### src/rtl/pool_window_gather_pkg.sv
// Shared definitions for the 2x2 pooling window gatherer.
//   POOL_DATA_W     : feature-map word width, shared with maxPooling
//   POOL_IMG_W/H    : default frame geometry
//   cnt_w()         : counter width for a 0..n-1 counter (minimum 1 bit)
package pool_window_gather_pkg;

  localparam int POOL_DATA_W = 22;
  localparam int POOL_IMG_W  = 4;
  localparam int POOL_IMG_H  = 4;

  function automatic int cnt_w(input int n);
    return (n <= 2) ? 1 : $clog2(n);
  endfunction

endpackage

### src/rtl/pool_window_gather_line_buffer.sv
// One-row line buffer holding the even row of a window pair.
//   clk        : clock
//   wr_en      : write wr_data at wr_addr on the rising edge
//   wr_addr    : column being written
//   wr_data    : pixel value
//   rd_addr_a  : left column of the window (col_cnt-1)
//   rd_addr_b  : right column of the window (col_cnt)
//   rd_data_a/b: combinational read data
// Deliberately has no reset: every entry is rewritten on an even row before
// the following odd row reads it, so this can later map onto a plain RAM.
module pool_line_buffer #(
  parameter int DATA_W = 22,
  parameter int IMG_W  = 4,
  parameter int AW     = 2
) (
  input  logic              clk,
  input  logic              wr_en,
  input  logic [AW-1:0]     wr_addr,
  input  logic [DATA_W-1:0] wr_data,
  input  logic [AW-1:0]     rd_addr_a,
  input  logic [AW-1:0]     rd_addr_b,
  output logic [DATA_W-1:0] rd_data_a,
  output logic [DATA_W-1:0] rd_data_b
);

  logic [DATA_W-1:0] mem [IMG_W];

  always_ff @(posedge clk) begin
    if (wr_en) mem[wr_addr] <= wr_data;
  end

  assign rd_data_a = mem[rd_addr_a];
  assign rd_data_b = mem[rd_addr_b];

endmodule

### src/rtl/pool_window_gather.sv
// Gathers non-overlapping 2x2 windows from a raster-scan pixel stream and
// presents them as four registered words plus a one-cycle valid strobe.
//   clk, reset      : clock, synchronous active-high reset
//   in_valid/in_data: accepted pixel stream, row-major order
//   win_valid       : one-cycle strobe per window (maxPooling enable)
//   win_tl/tr/bl/br : window words (maxPooling input1..input4)
//   frame_done      : pulses together with the last window of a frame
module pool_window_gather
  import pool_window_gather_pkg::*;
#(
  parameter int DATA_W = POOL_DATA_W,
  parameter int IMG_W  = POOL_IMG_W,
  parameter int IMG_H  = POOL_IMG_H
) (
  input  logic              clk,
  input  logic              reset,
  input  logic              in_valid,
  input  logic [DATA_W-1:0] in_data,
  output logic              win_valid,
  output logic [DATA_W-1:0] win_tl,
  output logic [DATA_W-1:0] win_tr,
  output logic [DATA_W-1:0] win_bl,
  output logic [DATA_W-1:0] win_br,
  output logic              frame_done
);

  localparam int CW = cnt_w(IMG_W);
  localparam int RW = cnt_w(IMG_H);

  if ((IMG_W < 2) || (IMG_W % 2 != 0) || (IMG_H < 2) || (IMG_H % 2 != 0)) begin : g_bad_geometry
    $error("pool_window_gather: IMG_W and IMG_H must be even and at least 2");
  end

  logic [CW-1:0]     col_cnt;
  logic [RW-1:0]     row_cnt;
  logic [DATA_W-1:0] hold_reg;
  logic [DATA_W-1:0] lb_left;
  logic [DATA_W-1:0] lb_right;
  logic              last_col;
  logic              last_row;
  logic              odd_row;
  logic              odd_col;

  assign last_col = (col_cnt == CW'(IMG_W - 1));
  assign last_row = (row_cnt == RW'(IMG_H - 1));
  assign odd_row  = row_cnt[0];
  assign odd_col  = col_cnt[0];

  // Reset gates the write so a reset cycle never changes any state.
  pool_line_buffer #(
    .DATA_W (DATA_W),
    .IMG_W  (IMG_W),
    .AW     (CW)
  ) u_line_buffer (
    .clk       (clk),
    .wr_en     (in_valid && !reset && !odd_row),
    .wr_addr   (col_cnt),
    .wr_data   (in_data),
    .rd_addr_a (col_cnt - CW'(1)),
    .rd_addr_b (col_cnt),
    .rd_data_a (lb_left),
    .rd_data_b (lb_right)
  );

  always_ff @(posedge clk) begin
    if (reset) begin
      col_cnt    <= '0;
      row_cnt    <= '0;
      hold_reg   <= '0;
      win_valid  <= 1'b0;
      frame_done <= 1'b0;
      win_tl     <= '0;
      win_tr     <= '0;
      win_bl     <= '0;
      win_br     <= '0;
    end else begin
      win_valid  <= 1'b0;
      frame_done <= 1'b0;
      if (in_valid) begin
        if (odd_row) begin
          if (odd_col) begin
            win_tl     <= lb_left;
            win_tr     <= lb_right;
            win_bl     <= hold_reg;
            win_br     <= in_data;
            win_valid  <= 1'b1;
            frame_done <= last_row && last_col;
          end else begin
            hold_reg <= in_data;
          end
        end
        if (last_col) begin
          col_cnt <= '0;
          row_cnt <= last_row ? '0 : row_cnt + RW'(1);
        end else begin
          col_cnt <= col_cnt + CW'(1);
        end
      end
    end
  end

endmodule
### config.mk
export PLATFORM = sky130hd
export DESIGN_NAME = pool_window_gather
export DESIGN_NICKNAME = d
export VERILOG_FILES = /design/src/rtl/pool_window_gather_pkg.sv /design/src/rtl/pool_window_gather_line_buffer.sv /design/src/rtl/pool_window_gather.sv
export SDC_FILE = /design/constraint.sdc
export NUM_CORES = 1
export LEC_CHECK = 0
export CORE_ASPECT_RATIO = 0.75
export CORE_MARGIN = 2
export CORE_UTILIZATION = 27
export DETAILED_ROUTE_END_ITERATION = 10
export DONT_BUFFER_PORTS = 1
export PLACE_DENSITY = 0.49
export SLEW_MARGIN = 20
export SYNTH_ARGS = -nofsm -noshare
export SYNTH_HDL_FRONTEND = slang
export SYNTH_SLANG_ARGS = --single-unit
export TNS_END_PERCENT = 20
### constraint.sdc
create_clock -name clk -period 4.5 [get_ports clk]
set_input_delay 0.45 -clock clk [delete_from_list [all_inputs] [get_ports clk]]
set_output_delay 0.45 -clock clk [all_outputs]
set_load 0.005 [all_outputs]
======== After elaboration in Yosys (flattened, before gate mapping) ========
Memory sizes are Yosys's and may differ from the RTL's. A register that Yosys moved wholly into a read port is not among the register bits.
Cells that the tools add are included.
cells by class
  equality and inequality tests ........... 2
  bitwise operators ....................... 3
  shifts and indexed selects .............. 0
  $lt $le $gt $ge ......................... 0
  reduce and logical (&&, ||, !) cells .... 10
  add/subtract/negate cells ............... 3
  mux-type cells .......................... 5
  divide/modulo/power cells ............... 0
  multiply operators ...................... 0
operators by type and width
  cell                 number
  $reduce_and 3->1     2
  $add 2x1->2 const B  2
  $eq 2x2->1 const B   2
  $mux 2               2
  $reduce_or 4->1      1
  $logic_and 1x1->1    3
  $mux 1               3
  $not 1->1            3
  $reduce_or 3->1      1
  $logic_not 1->1      2
  $reduce_and 2->1     1
  $sub 2x1->2 const B  1
storage, ports and cells
  bits in read-only memories .............. 0
  input port bits ......................... 25
  memories kept ........................... 1
  register bits after elaboration ......... 72
  RAM bits ................................ 88
  logic and storage cells ................. 31
  latch bits .............................. 0
memory list
  memory             depth  width  read ports  clocked after memory_dff  wr ports  line                                  text
  u_line_buffer.mem  4      22     2           2                         1         pool_window_gather_line_buffer.sv:26  logic [DATA_W-1:0] mem [IMG_W];

======== Logic depth before layout (Yosys ltp) ========
Gate-level depths: netlist (run 1).
  depth in word-level cells ............... 5
  gate-level depth with buffers ........... 8

======== By module ========
From an unflattened synthesis (run 1), not the netlist that was laid out.
unflattened totals
  cells, all modules ...................... 602
  area, all modules ....................... 8647.0 um^2
by module, submodules not included
  module              area each (um^2)  instances  seq. area each (um^2)  cells an instance
  pool_window_gather  4902.2            1          2322.2                 458
  pool_line_buffer    3744.8            1          2642.5                 144

======== Worst setup path after synthesis (run 1) ========
Ideal clock, no wire load.
  path type ............................... register -> register
  start point ............................. register col_cnt[1]
  end point ............................... register win_tl[10] (read register of u_line_buffer.mem)
  buffers on the path ..................... 4
  cell stages (with the launch flop) ...... 9
  data arrival time ....................... 1797 ps
  period minus slack after synthesis ...... 1915 ps
  library setup time ...................... 119 ps
  slack ................................... 2585 ps
  path through ............................ dfxtp_1 -> buf_2 -> buf_2 -> inv_1 -> ha_1 -> buf_2 -> buf_2 -> mux2i_1 -> o2bb2ai_1
on the way
  word-level cells in the longest chain between the ends .. 1
ends and longest elaborated chain
  item                      line                      text
  start: declaration        pool_window_gather.sv:34  logic [CW-1:0] col_cnt;
  start signal: assignment  pool_window_gather.sv:96  col_cnt <= col_cnt + CW'(1);
  $sub 2x1->2               pool_window_gather.sv:59  .rd_addr_a (col_cnt - CW'(1)),
  end: declaration          pool_window_gather.sv:20  output logic [DATA_W-1:0] win_tl,
No other way between the ends.
A chain may end at the register's enable or synchronous reset.

======== Final worst setup path (run 1) ========
  start point ............................. register col_cnt[0]
  end point ............................... register win_tl[13] (read register of u_line_buffer.mem)
on the way
  word-level cells in the longest chain between the ends .. 1
ends and longest elaborated chain
  item
  $sub 2x1->2 / $reduce_and 3->1 (equally long branches)
Parallel ways exist; a longest one is shown, timed or not.

==> results.sh, run 1 <==
export IMPL_status="complete, no violations"
export IMPL_startpoint="col_cnt[0]$_SDFFE_PP0P_"
export IMPL_yosysWarnings=0
export IMPL_registers_top_by_ff_count="u_line_buffer.mem"
export IMPL_cts_setup_buffers=0
export IMPL_synth_top_cell_by_area="edfxtp_1"
export IMPL_start_kind="register"
export IMPL_vias_per_cell=4.43
export IMPL_ys_top_cells_by_area="edfxtp_1 (35%), dfxtp_1 (31%), mux2i_1 (15%)"
export IMPL_setup_viol=0
export IMPL_fillerInstances=2633
export IMPL_ys_ff_latch=204
export IMPL_synthCells=514
export IMPL_rsz0062_at_grt="false"
export IMPL_worstMarginPinSlew_ns=0.998
export IMPL_synthAdderAreaFrac=0.00999
export IMPL_hold_viol=0
export IMPL_numClockSinks=204
export IMPL_clk_pin_slew_ns=0.06
export IMPL_use_met1=0.140
export IMPL_grt_total_usage=0.115
export IMPL_grt_use_met3=0.0531
export IMPL_reg2reg_slack_ns=1.99
export IMPL_grt_max_degree=96
export IMPL_gp_congestion=0.774
export IMPL_final_cell_mix="dfxtp_1 (115), mux2i_1 (111), nand2b_1 (89), edfxtp_1 (88), o2bb2ai_1 (44)"
export IMPL_rr_worst_depth=5
export IMPL_setup_slack_ns=1.99
export IMPL_synth_top_area_share=0.352
export IMPL_fin_skew_ns=0.0291
export IMPL_swShare=0.201
export IMPL_power_frac_comb=0.033
export IMPL_endpoint="win_tl[13]$_SDFFE_PP0P_"
export IMPL_synth_compound_area_frac=0.0588
export IMPL_layout_area_seq_um2=4970
export IMPL_p_switching_w=0.000802
export IMPL_cp_data_arrival_time_ns=2.88
export IMPL_synth_xor_area_frac=0
export IMPL_hp_class="in2reg"
export IMPL_diodes=0
export IMPL_start_util=0.276
export IMPL_wl_per_cell_um=19.1
export IMPL_final_area_um2=8670
export IMPL_internal_power_w=0.00320
export IMPL_power_density_nw_per_um2=461
export IMPL_first_pass_iters=4
export IMPL_largest_reg_flops=88
export IMPL_p_leak_nw=3.04
export IMPL_via_count=3927
export IMPL_multi_input_area_um2=2320
export IMPL_worstPathRequired_ns=4.87
export IMPL_timing_fmax_mhz=399
export IMPL_num_rows=52
export IMPL_synth_top_family_by_area="multiplexers"
export IMPL_place_detailed_hpwl_um=11200
export IMPL_first_iter_violations=117
export IMPL_totalPowerFinal_w=0.00400
export IMPL_cts_hold_repair_buffers=13
export IMPL_ant_nets=0
export IMPL_ys_seq_area_frac=0.661
export IMPL_place_inst=834
export IMPL_synth_distinct_cells=27
export IMPL_die_area_um2=29200
export IMPL_postSynthAreaPerCell_um2=14.6
export IMPL_io_pins=115
export IMPL_port_buffers=0
export IMPL_p_seq_frac=0.491
export IMPL_period_needed_ns=2.51
export IMPL_cts_inserted_buffers=22
export IMPL_mostFrequentLayoutCell="dfxtp_1"
export IMPL_crit_fanout=17
export IMPL_yosys_area_share_simple=0.0907
export IMPL_cts_max_path_buffers=3
export IMPL_syn_area_um2=7520
export IMPL_busiest_layer="met2"
export IMPL_place_area_um2=7760
export IMPL_wl_um=16900
export IMPL_gr_total_overflow=0
export IMPL_grt_antenna_before_repair=0
export IMPL_setup_tns_ns=0
export IMPL_grt_pass1_wl_um=25300
export IMPL_area_growth_synth_to_final_pct=15.3
export IMPL_cts_root_buf="clkbuf_16"
export IMPL_slew_headroom=0.335
export IMPL_grt_pass1_vias=4055
export IMPL_instances_no_fill=887
export IMPL_worstSkewPairLatency_ns=0.52
export IMPL_design_core_area_um2=27200
export IMPL_r2r_end="win_tl[13]$_SDFFE_PP0P_"
export IMPL_die_w_um=197
export IMPL_met2_usage=0.190
export IMPL_rr_startpoint="col_cnt[0]$_SDFFE_PP0P_"
export IMPL_crit_type="reg2reg"
export IMPL_synth_mux_area_frac=0.148
export IMPL_cts_resized=0
export IMPL_die_y_um=148
export IMPL_maxCapViolations=0
export IMPL_endpoint_kind="register"
export IMPL_power_frac_clock=0.476
export IMPL_min_period_over_period=0.558
export IMPL_drv_slew=0
export IMPL_cts_max_level=1
export IMPL_drive_gt1_frac=0.0877
export IMPL_final_nets=551
export IMPL_place_ws_ns=1.94
export IMPL_max_vdd_ir_drop_mv=0.257
export IMPL_synth_fp_nets=545
export IMPL_route_detailed_drc=0
export IMPL_cts_tree="yes"
==> routing by layer <==
layer  wire length, um  share of wire
met2              7770           0.46
met5                 0              0
met1              7360           0.43
met3              1550          0.091
met4               262          0.015
==> final cells by class <==
class | instances | area share
Inverter | 3 | 0.00130
Sequential cell | 204 | 0.573
Multi-Input combinational cell | 272 | 0.267
Clock inverter | 10 | 0.0186
Tap cell | 351 | 0.0507
Timing Repair Buffer | 17 | 0.0189
Clock buffer | 30 | 0.0704
==> synth_stat cells (all sizes together) <==
cell,count
nor3b,1
or3b,1
a31oi,1
edfxtp,88
nand4bb,1
mux2i,111
nor2,2
nand2b,89
ha,6
nand2,1
dfxtp,116
o2bb2ai,44
a21oi,3
a21bo,2
clkbuf,9
nand3,2
nand3b,1
and3,1
and3b,1
nand4b,1
and2,4
buf,26
inv,3
==> through the flow <==
| stage | utilization | hold WS, ns |
|---|---|---|
| after floorplan | - | 0.456 |
| after global placement | 0.285 | 0.470 |
| after detailed placement | 0.285 | 0.476 |
| after CTS | 0.319 | 0.00192 |
| after global routing | 0.319 | 0.00861 |
| final | 0.319 | 0.0389 |
==> critical path: stages, from the launching register on <==
cell	delay, ns
dfxtp_1	0.64
inv_1	0.13
ha_1	0.97
buf_4	0.32
mux2i_1	0.22
o2bb2ai_1	0.09
==> power by group through the flow <==
stage	combinational, W	sequential, W	clock (W)
5_1_grt	0.000145	0.00196	0.00203
4_1_cts	0.000137	0.00196	0.00196
3_5_place_dp	0.000120	0.00200	0
2_1_floorplan	0.000106	0.00200	0
3_3_place_gp	0.000118	0.00200	0
6_report	0.000133	0.00196	0.00190
==> logic make-up after synthesis <==
kind of cell,after synthesis
AO/OA/AOI/OAI,50
adder cells (fa/ha/maj),6
buffers and inverters,38
flip-flops,204
multiplexers,111
AND/OR/NAND/NOR,105
==> worst min path at each step <==
stage,cells past startpoint,start,end,slack [ns]
2_1_floorplan,1,win_tl[0]$_SDFFE_PP0P_,win_tl[0]$_SDFFE_PP0P_,0.46
3_3_place_gp,2,hold_reg[17]$_SDFFE_PP0P_,win_bl[17]$_SDFFE_PP0P_,0.47
3_5_place_dp,2,hold_reg[3]$_SDFFE_PP0P_,hold_reg[3]$_SDFFE_PP0P_,0.48
4_1_cts,1,reset,row_cnt[1]$_SDFFE_PP0P_,0.002
5_1_grt,1,reset,col_cnt[1]$_SDFFE_PP0P_,0.009
6_report,1,reset,col_cnt[1]$_SDFFE_PP0P_,0.04
Power figures use the tool's default switching activity.
==> inputs of run 2 (changes only) <==
Clock period 4.5 ns to 2.4 ns, I/O delays scaled along.
==> results.sh, run 2 (same netlist as run 1, synthesis figures left out) <==
export IMPL_grt_total_usage=0.121
export IMPL_swShare=0.219
export IMPL_wl_um=17800
export IMPL_area_growth_synth_to_final_pct=17.7
export IMPL_timing_fmax_mhz=513
export IMPL_min_period_over_period=0.812
export IMPL_hold_viol=0
export IMPL_largest_reg_flops=88
export IMPL_gr_total_overflow=0
export IMPL_fillerInstances=2648
export IMPL_vias_per_cell=4.41
export IMPL_clk_pin_slew_ns=0.06
export IMPL_layout_area_seq_um2=4970
export IMPL_met2_usage=0.192
export IMPL_p_seq_frac=0.507
export IMPL_route_detailed_drc=0
export IMPL_instances_no_fill=913
export IMPL_cp_data_arrival_time_ns=2.32
export IMPL_worstMarginPinSlew_ns=0.595
export IMPL_slew_headroom=0.603
export IMPL_worstPathRequired_ns=2.77
export IMPL_io_pins=115
export IMPL_final_nets=573
export IMPL_cts_root_buf="clkbuf_16"
export IMPL_grt_pass1_wl_um=26200
export IMPL_p_leak_nw=3.12
export IMPL_max_vdd_ir_drop_mv=0.376
export IMPL_drive_gt1_frac=0.0932
export IMPL_place_inst=842
export IMPL_via_count=4026
export IMPL_busiest_layer="met2"
export IMPL_cts_tree="yes"
export IMPL_worstSkewPairLatency_ns=0.50
export IMPL_place_detailed_hpwl_um=11400
export IMPL_gp_congestion=0.748
export IMPL_grt_antenna_before_repair=3
export IMPL_status="complete, no violations"
export IMPL_start_util=0.276
export IMPL_cts_max_level=1
export IMPL_power_density_nw_per_um2=820
export IMPL_crit_type="reg2reg"
export IMPL_setup_viol=0
export IMPL_power_frac_comb=0.044
export IMPL_endpoint_kind="register"
export IMPL_first_iter_violations=116
export IMPL_use_met1=0.156
export IMPL_internal_power_w=0.00567
export IMPL_die_area_um2=29200
export IMPL_crit_fanout=19
export IMPL_drv_slew=0
export IMPL_fin_skew_ns=0.0167
export IMPL_power_frac_clock=0.449
export IMPL_port_buffers=0
export IMPL_multi_input_area_um2=2310
export IMPL_setup_tns_ns=0
export IMPL_rr_startpoint="col_cnt[0]$_SDFFE_PP0P_"
export IMPL_maxCapViolations=0
export IMPL_ant_nets=0
export IMPL_period_needed_ns=1.95
export IMPL_start_kind="register"
export IMPL_hp_class="in2reg"
export IMPL_num_rows=52
export IMPL_endpoint="win_tl[14]$_SDFFE_PP0P_"
export IMPL_die_w_um=197
export IMPL_design_core_area_um2=27200
export IMPL_first_pass_iters=4
export IMPL_numClockSinks=204
export IMPL_final_cell_mix="dfxtp_1 (115), mux2i_1 (111), nand2b_1 (89), edfxtp_1 (88), o2bb2ai_1 (44)"
export IMPL_p_switching_w=0.00159
export IMPL_rr_worst_depth=5
export IMPL_grt_use_met3=0.0408
export IMPL_grt_max_degree=87
export IMPL_cts_inserted_buffers=23
export IMPL_registers_top_by_ff_count="u_line_buffer.mem"
export IMPL_wl_per_cell_um=19.5
export IMPL_die_y_um=148
export IMPL_reg2reg_slack_ns=0.45
export IMPL_cts_resized=0
export IMPL_cts_max_path_buffers=3
export IMPL_rsz0062_at_grt="false"
export IMPL_cts_setup_buffers=0
export IMPL_grt_pass1_vias=4085
export IMPL_mostFrequentLayoutCell="dfxtp_1"
export IMPL_startpoint="col_cnt[0]$_SDFFE_PP0P_"
export IMPL_r2r_end="win_tl[14]$_SDFFE_PP0P_"
==> run 2: power by group through the flow <==
stage | Sequential [W] | Clock, W | Combinational (W)
floorplan | 0.00375 | 0 | 0.000199
global placement | 0.00376 | 0 | 0.000225
detailed placement | 0.00376 | 0 | 0.000229
CTS | 0.00368 | 0.00337 | 0.000324
global route | 0.00368 | 0.00352 | 0.000342
finish | 0.00368 | 0.00326 | 0.000316
==> run 2: worst min path at each step <==
stage               startpoint                           endpoint  slack [ns]  cells past startpoint
floorplan           in_data[0]  u_line_buffer.mem[0][0]$_DFFE_PP_        0.34                      0
global route             reset          hold_reg[16]$_SDFFE_PP0P_       0.004                      2
finish                   reset          hold_reg[13]$_SDFFE_PP0P_       0.007                      2
CTS                      reset          hold_reg[13]$_SDFFE_PP0P_       0.003                      2
detailed placement       reset            row_cnt[0]$_SDFFE_PP0P_        0.33                      1
global placement         reset            col_cnt[1]$_SDFFE_PP0P_        0.32                      1
==> run 2: through the flow <==
stage          area (um2)  hold slack (ns)  utilization  total power (W)  setup slack [ns]
2_1_floorplan        7520            0.339            -          0.00395             0.485
3_3_place_gp         7870            0.324        0.289          0.00398             0.528
3_5_place_dp         7870            0.330        0.289          0.00399             0.463
4_1_cts              8840          0.00302        0.325          0.00737             0.444
5_1_grt              8840          0.00401        0.325          0.00754             0.290
6_report             8850          0.00703        0.325          0.00726             0.452
==> run 2: final cells by class <==
cell class / instances / share of cell area
Sequential cell: 204 / 0.561
Multi-Input combinational cell: 272 / 0.261
Clock buffer: 32 / 0.0724
Tap cell: 351 / 0.0496
Timing Repair Buffer: 38 / 0.0472
Clock inverter: 9 / 0.00608
Inverter: 3 / 0.00127
Antenna cell: 4 / 0.00113
==> run 2: critical path, cell delays in order, from the launching register on <==
cell	delay [ns]
dfxtp_1	0.64
inv_1	0.14
ha_1	0.48
buf_12	0.23
mux2i_1	0.23
o2bb2ai_1	0.07
==> run 2: routing by layer <==
| layer | part of all wire | vias to the layer above | routed length [um] |
|---|---|---|---|
| met5 | 0 | - | 0 |
| met2 | 0.45 | 120 | 7990 |
| li1 | - | 1923 | - |
| met4 | 0.025 | 0 | 442 |
| met1 | 0.45 | 1952 | 7930 |
| met3 | 0.080 | 31 | 1420 |
==> run 2: what timing repair did <==
item                                   4_1_cts  5_1_grt
hold buffers                                26        0
endpoints found under the hold margin      158        0
setup endpoints to repair                    0        0
==> inputs of run 3 (changes only) <==
Settings changed: PLACE_DENSITY 0.49 to 0.51.
Clock period 2.4 ns to 1.7 ns, I/O delays scaled along.
==> results.sh, run 3 (same netlist as run 1, synthesis figures left out) <==
export IMPL_status="complete, no violations"
export IMPL_cts_root_buf="clkbuf_16"
export IMPL_endpoint_kind="register"
export IMPL_fin_skew_ns=0.00899
export IMPL_port_buffers=0
export IMPL_largest_reg_flops=88
export IMPL_gp_congestion=0.731
export IMPL_vias_per_cell=4.39
export IMPL_ant_nets=0
export IMPL_clk_pin_slew_ns=0.06
export IMPL_worstPathRequired_ns=2.12
export IMPL_use_met1=0.160
export IMPL_grt_use_met3=0.0467
export IMPL_met2_usage=0.188
export IMPL_cp_num_buf_inv=2
export IMPL_place_detailed_hpwl_um=11300
export IMPL_cts_max_path_buffers=3
export IMPL_die_area_um2=29200
export IMPL_crit_family="buffers and inverters"
export IMPL_crit_fanout=44
export IMPL_io_pins=115
export IMPL_fin_hold_ws_ns=0.00743
export IMPL_start_kind="register"
export IMPL_setup_slack_ns=0.244
export IMPL_cp_data_arrival_time_ns=1.88
export IMPL_grt_pass1_wl_um=26600
export IMPL_wl_per_cell_um=19.6
export IMPL_power_density_nw_per_um2=1150
export IMPL_final_cell_mix="dfxtp_1 (115), mux2i_1 (111), nand2b_1 (89), edfxtp_1 (88), o2bb2ai_1 (44)"
export IMPL_p_leak_nw=3.13
export IMPL_first_pass_iters=4
export IMPL_numClockSinks=204
export IMPL_busiest_layer="met2"
export IMPL_fillerInstances=2637
export IMPL_cpPeakStageDelay_ns=0.47
export IMPL_crit_top_cell="buf_4"
export IMPL_setup_viol=0
export IMPL_period_needed_ns=1.46
export IMPL_mostFrequentLayoutCell="dfxtp_1"
export IMPL_drive_gt1_frac=0.0932
export IMPL_maxCapViolations=0
export IMPL_via_count=3998
export IMPL_grt_pass1_vias=4193
export IMPL_registers_top_by_ff_count="u_line_buffer.mem"
export IMPL_die_y_um=148
export IMPL_slew_headroom=0.620
export IMPL_max_vdd_ir_drop_mv=0.509
export IMPL_drv_slew=0
export IMPL_worstSkewPairLatency_ns=0.50
export IMPL_design_core_area_um2=27200
export IMPL_place_ws_ns=0.251
export IMPL_cts_inserted_buffers=22
export IMPL_start_util=0.276
export IMPL_cts_max_level=1
export IMPL_path_cells="buf_4, a31oi_4, buf_4, o2bb2ai_1"
export IMPL_hold_viol=0
export IMPL_gr_total_overflow=0
export IMPL_cts_tree="yes"
export IMPL_grt_antenna_before_repair=5
export IMPL_grt_max_degree=90
export IMPL_final_nets=573
export IMPL_wl_um=17800
export IMPL_crit_type="reg2reg"
export IMPL_slowest_stage="buf_4"
export IMPL_num_rows=52
export IMPL_timing_fmax_mhz=687
export IMPL_cts_resized=0
export IMPL_first_iter_violations=158
export IMPL_die_w_um=197
export IMPL_min_period_over_period=0.856
export IMPL_worstMarginPinSlew_ns=0.570
export IMPL_hp_class="in2reg"
export IMPL_area_growth_synth_to_final_pct=18.0
export IMPL_grt_total_usage=0.121
export IMPL_rsz0062_at_grt="false"
export IMPL_route_detailed_drc=0
[run 3: changes by cell type in the layout (fill, tap and decap cells not counted), sizes merged]
cell	before	now
clkinvlp	2	0
clkinv	6	7
dlygate4sd3	25	24
clkbuf	32	33
buf	13	15
diode	4	1
inv	4	3
[run 3: metrics by stage]
| stage | setup TNS [ns] | instance area, um2 | utilization | power (W) | std cells |
|---|---|---|---|---|---|
| 2_1_floorplan | -1.89 | 7540 | - | 0.00558 | 514 |
| 3_3_place_gp | 0 | 7910 | 0.291 | 0.00564 | 844 |
| 3_5_place_dp | 0 | 7910 | 0.291 | 0.00565 | 844 |
| 4_1_cts | 0 | 8860 | 0.326 | 0.0104 | 909 |
| 5_1_grt | 0 | 8870 | 0.326 | 0.0106 | 910 |
| 6_report | 0 | 8870 | 0.326 | 0.0102 | 910 |
[run 3: final cells by class]
type / count / area (um2) / share of cell area
flip-flops and latches: 204 / 4970 / 0.560
multi-input cells: 272 / 2310 / 0.261
clock buffers: 33 / 654 / 0.0738
repair buffers: 39 / 448 / 0.0505
well taps: 351 / 439 / 0.0495
clock inverters: 7 / 33.8 / 0.00381
inverters: 3 / 11.3 / 0.00127
diodes: 1 / 2.50 / 0.000282
[run 3: final timing paths]
check	start	endpoint	slack, ns	depth (start not counted)
worst max-delay path	row_cnt[0]$_SDFFE_PP0P_	win_tr[5]$_SDFFE_PP0P_	0.24	4
worst min-delay path	in_data[21]	hold_reg[21]$_SDFFE_PP0P_	0.007	2
worst max register to register	row_cnt[0]$_SDFFE_PP0P_	win_tr[5]$_SDFFE_PP0P_	0.24	4
worst min register to register	hold_reg[8]$_SDFFE_PP0P_	win_bl[8]$_SDFFE_PP0P_	0.49	2
[run 3: routing by layer]
metal  up-vias  part of all wire
li1       1926                 -
met1      1929              0.46
met2       109              0.43
met3        30             0.086
met4         4             0.017
met5         -            0.0015
[run 3: repair_timing]
| action | in CTS | in global routing |
|---|---|---|
| setup endpoints to repair | 0 | 0 |
| hold buffers | 25 | 0 |
| setup buffers | 0 | 0 |
| endpoints found under the hold margin | 158 | 0 |
[run 3: where the power goes]
group / switching (W) / internal (W) / total, W
combinational: 0.000267 / 0.000203 / 0.000471
clock: 0.00190 / 0.00266 / 0.00456
sequential: 0.0000147 / 0.00517 / 0.00518
total: 0.00218 / 0.00803 / 0.0102
